### config.mk
export PLATFORM = sky130hd
export DESIGN_NAME = keypad_scanner
export DESIGN_NICKNAME = d
export VERILOG_FILES = /design/src/rtl/keypad_scanner.sv
export SDC_FILE = /design/constraint.sdc
export NUM_CORES = 1
export LEC_CHECK = 0
export ABC_AREA = 0
export BUFFER_PORTS_ARGS = -buffer_cell sky130_fd_sc_hd__buf_2
export CAP_MARGIN = 0
export CORE_AREA = 2 2 118 120
export DETAILED_ROUTE_END_ITERATION = 8
export DIE_AREA = 0 0 120 122
export HOLD_SLACK_MARGIN = 0.1
export SYNTH_ARGS = -nofsm -noshare
export SYNTH_HDL_FRONTEND = slang
export SYNTH_SLANG_ARGS = --single-unit
### constraint.sdc
create_clock -name clk -period 15.6 [get_ports clk]
set_input_delay 1.56 -clock clk [delete_from_list [all_inputs] [get_ports clk]]
set_output_delay 1.56 -clock clk [all_outputs]
set_load 0.05 [all_outputs]
### src/rtl/keypad_scanner.sv
`default_nettype none
// ============================================================================
// Module   : keypad_scanner
// Purpose  : 4x4 matrix keypad scanner with row synchronisation, sweep-based
//            debounce, multi-key rejection and a valid/ready key-event output.
// Revision : 1.0 - initial release
// ============================================================================
module keypad_scanner #(
    parameter int SCAN_DIV       = 100000,
    parameter int DEBOUNCE_SCANS = 4
) (
    input  logic       clk,
    input  logic       rst_n,
    output logic [3:0] col_n,
    input  logic [3:0] row_n,
    output logic [3:0] key_code,
    output logic       key_valid,
    input  logic       key_ready,
    output logic       key_held,
    output logic       overrun
);

    localparam int DIV_W = $clog2(SCAN_DIV);
    localparam int CNT_W = $clog2(DEBOUNCE_SCANS + 1);

    localparam logic [DIV_W-1:0] c_DIV_MAX = DIV_W'(SCAN_DIV - 1);
    localparam logic [CNT_W-1:0] c_DB_MAX  = CNT_W'(DEBOUNCE_SCANS);
    localparam logic [CNT_W-1:0] c_CNT_ONE = CNT_W'(1);
    localparam logic [4:0]       c_NONE    = 5'h10;

    typedef enum logic [0:0] {
        S_RELEASED = 1'b0,
        S_PRESSED  = 1'b1
    } state_t;

    logic [3:0]       r_sync1;
    logic [3:0]       r_sync2;
    logic [DIV_W-1:0] r_div;
    logic             r_adv;
    logic [1:0]       r_col;
    logic [3:0]       r_col_n;
    logic [15:0]      r_snap;

    logic [4:0]       r_prev;
    logic [CNT_W-1:0] r_cnt;
    logic [4:0]       r_stable;
    state_t           r_state;
    logic             r_evt;
    logic [3:0]       r_evt_code;
    logic [3:0]       r_code;
    logic             r_valid;
    logic             r_ovr;

    logic             w_sample_now;
    logic             w_sweep_end;
    logic [15:0]      w_snap_next;
    logic [4:0]       w_hits;
    logic [3:0]       w_hit_idx;
    logic [4:0]       w_cand;
    logic [CNT_W-1:0] w_cnt_next;
    logic             w_promote;

    // Snapshot bit index is {col, row}; value 1 means the key reads pressed.
    function automatic logic [3:0] f_keymap(input logic [3:0] idx);
        case (idx)
            4'h0: f_keymap = 4'h1;  4'h1: f_keymap = 4'h4;
            4'h2: f_keymap = 4'h7;  4'h3: f_keymap = 4'h0;
            4'h4: f_keymap = 4'h2;  4'h5: f_keymap = 4'h5;
            4'h6: f_keymap = 4'h8;  4'h7: f_keymap = 4'hF;
            4'h8: f_keymap = 4'h3;  4'h9: f_keymap = 4'h6;
            4'hA: f_keymap = 4'h9;  4'hB: f_keymap = 4'hE;
            4'hC: f_keymap = 4'hA;  4'hD: f_keymap = 4'hB;
            4'hE: f_keymap = 4'hC;  default: f_keymap = 4'hD;
        endcase
    endfunction

    assign w_sample_now = (r_div == c_DIV_MAX);
    assign w_sweep_end  = w_sample_now && (r_col == 2'd3);

    // The column-3 sample is merged in so the candidate is ready on the sweep-end edge.
    always_comb begin
        w_snap_next = r_snap;
        w_snap_next[{r_col, 2'b00} +: 4] = ~r_sync2;
    end

    always_comb begin
        w_hits    = 5'd0;
        w_hit_idx = 4'd0;
        for (int i = 0; i < 16; i++) begin
            if (w_snap_next[i]) begin
                w_hits    = w_hits + 5'd1;
                w_hit_idx = 4'(i);
            end
        end
    end

    assign w_cand     = (w_hits == 5'd1) ? {1'b0, f_keymap(w_hit_idx)} : c_NONE;
    assign w_cnt_next = (w_cand != r_prev) ? c_CNT_ONE :
                        (r_cnt == c_DB_MAX) ? r_cnt : r_cnt + c_CNT_ONE;
    assign w_promote  = (w_cnt_next == c_DB_MAX) && (w_cand != r_stable);

    always_ff @(posedge clk) begin
        if (!rst_n) begin
            r_sync1 <= 4'hF;
            r_sync2 <= 4'hF;
            r_div   <= '0;
            r_adv   <= 1'b0;
            r_col   <= 2'd0;
            r_col_n <= 4'b1110;
            r_snap  <= '0;
        end else begin
            r_sync1 <= row_n;
            r_sync2 <= r_sync1;
            r_adv   <= w_sample_now;
            if (w_sample_now) begin
                r_div  <= '0;
                r_snap <= w_snap_next;
            end else begin
                r_div <= r_div + 1'b1;
            end
            if (r_adv) begin
                r_col   <= r_col + 2'd1;
                r_col_n <= {r_col_n[2:0], r_col_n[3]};
            end
        end
    end

    always_ff @(posedge clk) begin
        if (!rst_n) begin
            r_prev     <= c_NONE;
            r_cnt      <= '0;
            r_stable   <= c_NONE;
            r_state    <= S_RELEASED;
            r_evt      <= 1'b0;
            r_evt_code <= 4'h0;
            r_code     <= 4'h0;
            r_valid    <= 1'b0;
            r_ovr      <= 1'b0;
        end else begin
            r_evt <= 1'b0;
            r_ovr <= 1'b0;
            if (w_sweep_end) begin
                r_prev <= w_cand;
                r_cnt  <= w_cnt_next;
                if (w_promote) begin
                    r_stable <= w_cand;
                    if (w_cand == c_NONE) begin
                        r_state <= S_RELEASED;
                    end else begin
                        // Any promotion to a real key (fresh press or direct roll) is an event.
                        r_state    <= S_PRESSED;
                        r_evt      <= 1'b1;
                        r_evt_code <= w_cand[3:0];
                    end
                end
            end
            if (r_evt) begin
                if (!r_valid || key_ready) begin
                    r_code  <= r_evt_code;
                    r_valid <= 1'b1;
                end else begin
                    r_ovr <= 1'b1;
                end
            end else if (r_valid && key_ready) begin
                r_valid <= 1'b0;
            end
        end
    end

    assign col_n     = r_col_n;
    assign key_code  = r_code;
    assign key_valid = r_valid;
    assign key_held  = (r_state == S_PRESSED);
    assign overrun   = r_ovr;

endmodule
`default_nettype wire

==> flow_metrics.py, run 1 <==
metrics = {
    "cts": {
        "cts_buffers": 9,
        "cts_tree": "yes",
        "clock_latency_ns": 0.33,
        "cts_max_path_buffers": 2,
        "htreeDepth": 3,
        "ctsHoldBuffers": 0,
        "clock_sinks": 73,
        "post_cts_buffers": 0,
        "clock-root-buffer": "clkbuf_16",
        "cts.clk_slew.worst_paths_ns": 0.06,
        "post_cts_resized": 0,
    },
    "power": {
        "max-vdd-ir-drop_mv": 0.0626,
        "power_mw": 0.453,
        "p_int_mw": 0.346,
        "p_sw_mw": 0.107,
        "power.density_mw_per_mm2": 78.2,
        "p_seq_share_pct": 41.8,
        "p_comb_share_pct": 9.7,
        "pwr-share-clk_pct": 48.6,
        "p_leak_nw": 2.34,
        "switching_share_pct": 23.6,
    },
    "setup_path": {
        "start_kind": "flop",
        "worst_ep_required_time_ns": 15.83,
        "r2r-end": "r_cnt[2]",
        "r2r_slack_ns": 4.25,
        "slowest_stage": "dfxtp_1",
        "cp_common_cell": "ha_1",
        "crit_arrival_ns": 11.59,
        "reg2reg_depth": 51,
        "cpPeakStageDelay_ns": 0.73,
        "end_kind": "flop",
        "crit_path_max_fanout": 16,
        "reg2reg_from": "r_col[0]",
        "critPathKind": "flop to flop",
    },
    "routing": {
        "vias": 4322,
        "dr.pass1.iters": 4,
        "drt_iter0_drc": 260,
        "via_per_inst": 5.35,
        "wl_um": 11300,
        "drc": 0,
        "ant_nets": 0,
        "routedWlPerCell_um": 14.0,
    },
    "die": {
        "die_h_um": 122,
        "io_pins": 18,
        "die_area_mm2": 0.0146,
        "coreArea_mm2": 0.0135,
        "die_x_um": 120,
        "rows": 43,
        "initial_utilization_pct": 38.9,
    },
    "global_route": {
        "grt_pass1_vias": 4053,
        "grtUsageMet2_pct": 25.8,
        "antenna_found_initial": 0,
        "grt_usage_pct": 16.0,
        "use_met1_pct": 21.8,
        "grt_util_met3_pct": 2.67,
        "grt_max_degree": 35,
        "grt-ovfl-total": 0,
        "grt_pass1_wl_um": 19300,
        "top_usage_layer": "met2",
    },
    "timing": {
        "min_period_over_period_pct": 72.8,
        "setup_violations": 0,
        "worst_pin_slew_ns": 1.04,
        "setup_tns_ns": 0,
        "relSlewSlack_pct": 30.3,
        "clock-skew-final_ns": 0.00568,
        "maxSlewViolCount": 0,
        "rsz0062_at_grt": "no",
        "hold_violations": 0,
        "fin_hold_ws_ns": 0.403,
        "period_needed_ns": 11.35,
        "max_freq_mhz": 88.1,
    },
    "synthesis": {
        "syn_avg_cell_area_um2": 8.54,
        "ys_ff_latch": 73,
        "synth_area_leaders": "dfxtp_1 (28%), nor2_1 (6.4%), ha_1 (5.7%)",
        "synth-edff-count": 0,
        "yosysTopAreaCell": "dfxtp_1",
        "syn_inst": 616,
        "syn-cell-area_mm2": 0.00526,
        "seq_area_frac_synth_pct": 27.8,
        "yosysWarningCount": 0,
        "ys.flop_type": "dfxtp_1",
        "synth_most_common_cell": "nor2_1",
        "synth_top_area_share_pct": 27.8,
        "synth_cell_types": 79,
        "synthArstFlopShare_pct": 0,
        "yosys-top-cells-count": "nor2_1 (89), dfxtp_1 (73), nand2_1 (45), xnor2_1 (31), a21oi_1 (25)",
        "synth_fp_nets": 647,
    },
    "job": {
        "maxCapViolCount": 0,
    },
    "hold_path": {
        "min-delay-start": "r_sync1[2]",
        "hold_path.class": "flop to flop",
        "whs_endpoint": "r_sync2[2]",
        "hold_depth": 1,
    },
    "finish": {
        "post-route-util_pct": 42.9,
        "finalNetCount": 654,
        "area_delta_synth_final_pct": 10.3,
        "diodes": 0,
        "drive_gt1_share_pct": 11.9,
    },
    "placed_design": {
        "gp_congestion": 0.876,
        "io_buffers": 17,
        "dp_hpwl_um": 8550,
    },
    "outcome": {
        "status": "completed",
    },
}
-- cells by family (layout without fill, tap and decap cells) --
kind of cell	Yosys count	count (layout)	share of synthesized area [%]
flops	73	73	27.8
mux	25	25	4.81
compound gates	133	133	19.3
fa+ha+maj	24	24	5.71
xor+xnor	71	71	14.9
buf+inv	44	56	3.52
simple gates	246	246	24.0
-- power groups by stage --
stage | Clock [mW] | Combinational [mW] | Sequential (mW)
after detailed placement | 0 | 0.0438 | 0.193
after floorplan | 0 | 0.0357 | 0.193
final | 0.220 | 0.0439 | 0.189
after global routing | 0.231 | 0.0497 | 0.189
after CTS | 0.224 | 0.0441 | 0.189
after global placement | 0 | 0.0426 | 0.193
-- cells in the final DEF, fill, tap and decap left out, drive strengths merged, types with 21 or more instances in the layout --
cell type / Yosys / layout
nor2: 90 / 90
dfxtp: 73 / 73
nand2: 45 / 45
xnor2: 39 / 39
xor2: 27 / 27
a21oi: 25 / 25
ha: 24 / 24
mux2i: 23 / 23
inv: 21 / 22
nand3: 21 / 21
-- critical path: cells and delay by family, from the launching register on --
family          cells  cell delay [ns]
compound gates     13             2.37
fa+ha+maj          15             4.61
buf+inv             4             0.43
flops               1             0.73
mux                 3             0.89
simple gates       16             2.22
-- area by class of cell --
class	count	area, µm²
Fill cell	1312	7700
Multi-Input combinational cell	499	3610
Sequential cell	73	1460
Clock buffer	10	229
Tap cell	180	225
Timing Repair Buffer	19	100
Clock inverter	6	90.1
Inverter	21	78.8
-- registers in the layout (all words and copies together), names as in the netlist --
| register | count |
|---|---|
| col_n | 4 |
| key_code | 4 |
| key_held | 1 |
| key_valid | 1 |
| overrun | 1 |
| r_adv | 1 |
| r_cnt | 3 |
| r_col | 2 |
| r_div | 17 |
| r_evt | 1 |
| r_evt_code | 4 |
| r_prev | 5 |
| r_snap | 16 |
| r_stable | 5 |
| r_sync1 | 4 |
| r_sync2 | 4 |
-- per-stage QoR --
step | std cells | setup slack [ns] | cell area, µm²
2_1_floorplan | 616 | 5.49 | 5260
3_3_place_gp | 792 | 4.67 | 5480
3_5_place_dp | 792 | 4.28 | 5480
4_1_cts | 808 | 4.25 | 5800
5_1_grt | 808 | 3.20 | 5800
6_report | 808 | 4.25 | 5800
-- metal layers --
| layer | vias to the layer above | share of wire [%] |
|---|---|---|
| li1 | 2236 | - |
| met1 | 2010 | 50 |
| met2 | 60 | 46 |
| met3 | 16 | 2.2 |
| met4 | 0 | 1.7 |
| met5 | - | 0 |
-- worst max path at each step --
stage / slack [ns] / to / from
final: 4.25 / r_cnt[2] / r_col[0]
after global routing: 3.20 / r_cnt[2] / r_col[0]
after CTS: 4.25 / r_cnt[2] / r_col[0]
after detailed placement: 4.28 / r_cnt[2] / r_col[0]
after global placement: 4.67 / r_cnt[2] / r_col[0]
after floorplan: 5.49 / r_cnt[2] / r_col[0]
Power figures use the tool's default switching activity.
==> run 2: changes to the inputs <==
clock period = 9.9 ns   (was 15.6 ns; I/O delays follow)
==> flow_metrics.py, run 2 (synthesized netlist as in run 1, its figures left out) <==
metrics = {
    "outcome": {
        "status": "completed",
    },
    "cts": {
        "cts_buffers": 9,
        "cts.clk_slew.worst_paths_ns": 0.06,
        "htreeDepth": 3,
        "cts_max_path_buffers": 2,
        "clock-root-buffer": "clkbuf_16",
        "ctsHoldBuffers": 0,
        "clock_sinks": 73,
        "cts_tree": "yes",
        "clock_latency_ns": 0.33,
    },
    "routing": {
        "via_per_inst": 5.45,
        "drc": 0,
        "drt_iter0_drc": 303,
        "vias": 4555,
        "wl_um": 12100,
        "routedWlPerCell_um": 14.5,
        "dr.pass1.iters": 4,
        "ant_nets": 0,
    },
    "finish": {
        "layout_common_cells": "nor2_1 (86), dfxtp_1 (71), nand2_1 (42)",
        "layout.cells.non_filler": 836,
        "seq_area_mm2": 0.00147,
        "fill_cells": 1302,
        "diodes": 0,
        "top_regs": "r_div (17), r_snap (16)",
        "drive_gt1_share_pct": 21.0,
        "max_flop_register": "r_div",
        "largest_reg_flops": 17,
        "finalNetCount": 682,
        "area_delta_synth_final_pct": 18.2,
        "layout_commonest_cell": "nor2_1",
        "multi_input_area_mm2": 0.00382,
    },
    "die": {
        "die_x_um": 120,
        "initial_utilization_pct": 38.9,
        "coreArea_mm2": 0.0135,
        "io_pins": 18,
        "rows": 43,
        "die_h_um": 122,
        "die_area_mm2": 0.0146,
    },
    "power": {
        "p_seq_share_pct": 41.4,
        "pwr-share-clk_pct": 45.7,
        "p_sw_mw": 0.173,
        "p_leak_nw": 2.47,
        "p_int_mw": 0.547,
        "max-vdd-ir-drop_mv": 0.111,
        "switching_share_pct": 24.0,
        "power.density_mw_per_mm2": 116,
        "p_comb_share_pct": 12.9,
    },
    "timing": {
        "setup_tns_ns": 0,
        "max_freq_mhz": 106,
        "min_period_over_period_pct": 95.6,
        "maxSlewViolCount": 0,
        "hold_violations": 0,
        "worst_pin_slew_ns": 1.04,
        "period_needed_ns": 9.46,
        "setup_violations": 0,
        "clock-skew-final_ns": 0.0104,
        "relSlewSlack_pct": 30.3,
    },
    "setup_path": {
        "startpoint": "r_col[1]",
        "worst_ep_required_time_ns": 10.13,
        "crit_family": "adder cells",
        "end_kind": "flop",
        "slowest_stage": "dfxtp_4",
        "crit_buf_inv": 4,
        "start_kind": "flop",
        "crit_path_max_fanout": 6,
        "cp_common_cell": "ha_1",
        "reg2reg_from": "r_col[1]",
        "critPathKind": "flop to flop",
        "cpPeakStageDelay_ns": 0.36,
        "crit_arrival_ns": 9.69,
    },
    "hold_path": {
        "min-delay-start": "r_sync1[0]",
        "hold_path.class": "flop to flop",
    },
    "global_route": {
        "grt_pass1_vias": 4253,
        "grt_usage_pct": 16.7,
        "grt_pass1_wl_um": 20200,
        "grt-ovfl-total": 0,
        "grt_max_degree": 35,
        "antenna_found_initial": 0,
    },
    "placed_design": {
        "dp_hpwl_um": 8690,
        "io_buffers": 17,
        "gp_congestion": 0.823,
        "dp.cells": 801,
    },
    "job": {
        "maxCapViolCount": 0,
    },
}
run 2: changes by cell type in the layout (fill, tap and decap cells not counted), moves of 5 or more:
cell     delta
a21oi_1     -5
buf_4      +27
ha_1        -7
ha_4        +6
run 2: path summary, 6_finish.rpt:
check	endpoint	slack (ns)	depth (start not counted)
max	r_cnt[2]	0.44	54
min	r_sync2[0]	0.41	1
max reg2reg	r_cnt[2]	0.44	54
min reg2reg	r_sync2[0]	0.41	1
run 2: area by class of cell:
cell class              instances  share of cell area, %
clock inverters                 4                  0.825
well taps                     180                   3.62
clock buffers                  12                   4.13
inverters                      21                   1.27
multi-input cells             499                   61.5
flip-flops and latches         73                   23.6
repair buffers                 47                   5.05
run 2: metal layers:
layer	vias up	track usage, %	share of wire (%)
met5	-	0	0
met4	0	5.07	1.4
met3	15	2.95	3.3
met2	83	27.7	49
met1	2173	22.1	47
li1	2284	-	-
run 2: timing repair:
item                                    CTS  global route
gates resized for setup                   4            36
pin swaps                                 2            25
setup buffers                             9            10
endpoints found under the hold margin     0             0
cloned                                    0             0
endpoints found under the setup margin   16            19
run 2: power by group through the flow:
stage,Sequential (mW),Clock (mW),Combinational [mW]
finish,0.298,0.329,0.0926
CTS,0.298,0.336,0.0785
detailed placement,0.305,0,0.0722
global placement,0.305,0,0.0704
global route,0.298,0.349,0.103
floorplan,0.304,0,0.0577
run 2: metrics by stage:
stage	area, µm²	total power [mW]	hold slack (ns)	util (%)	worst slack [ns]
2_1_floorplan	5290	0.362	0.386	-	0.0797
3_3_place_gp	5580	0.375	0.396	41.3	0.138
3_5_place_dp	5580	0.377	0.391	41.3	-0.181
4_1_cts	5970	0.713	0.404	44.2	0.0000799
5_1_grt	6220	0.750	0.420	46.0	-0.142
6_report	6220	0.720	0.408	46.0	0.440
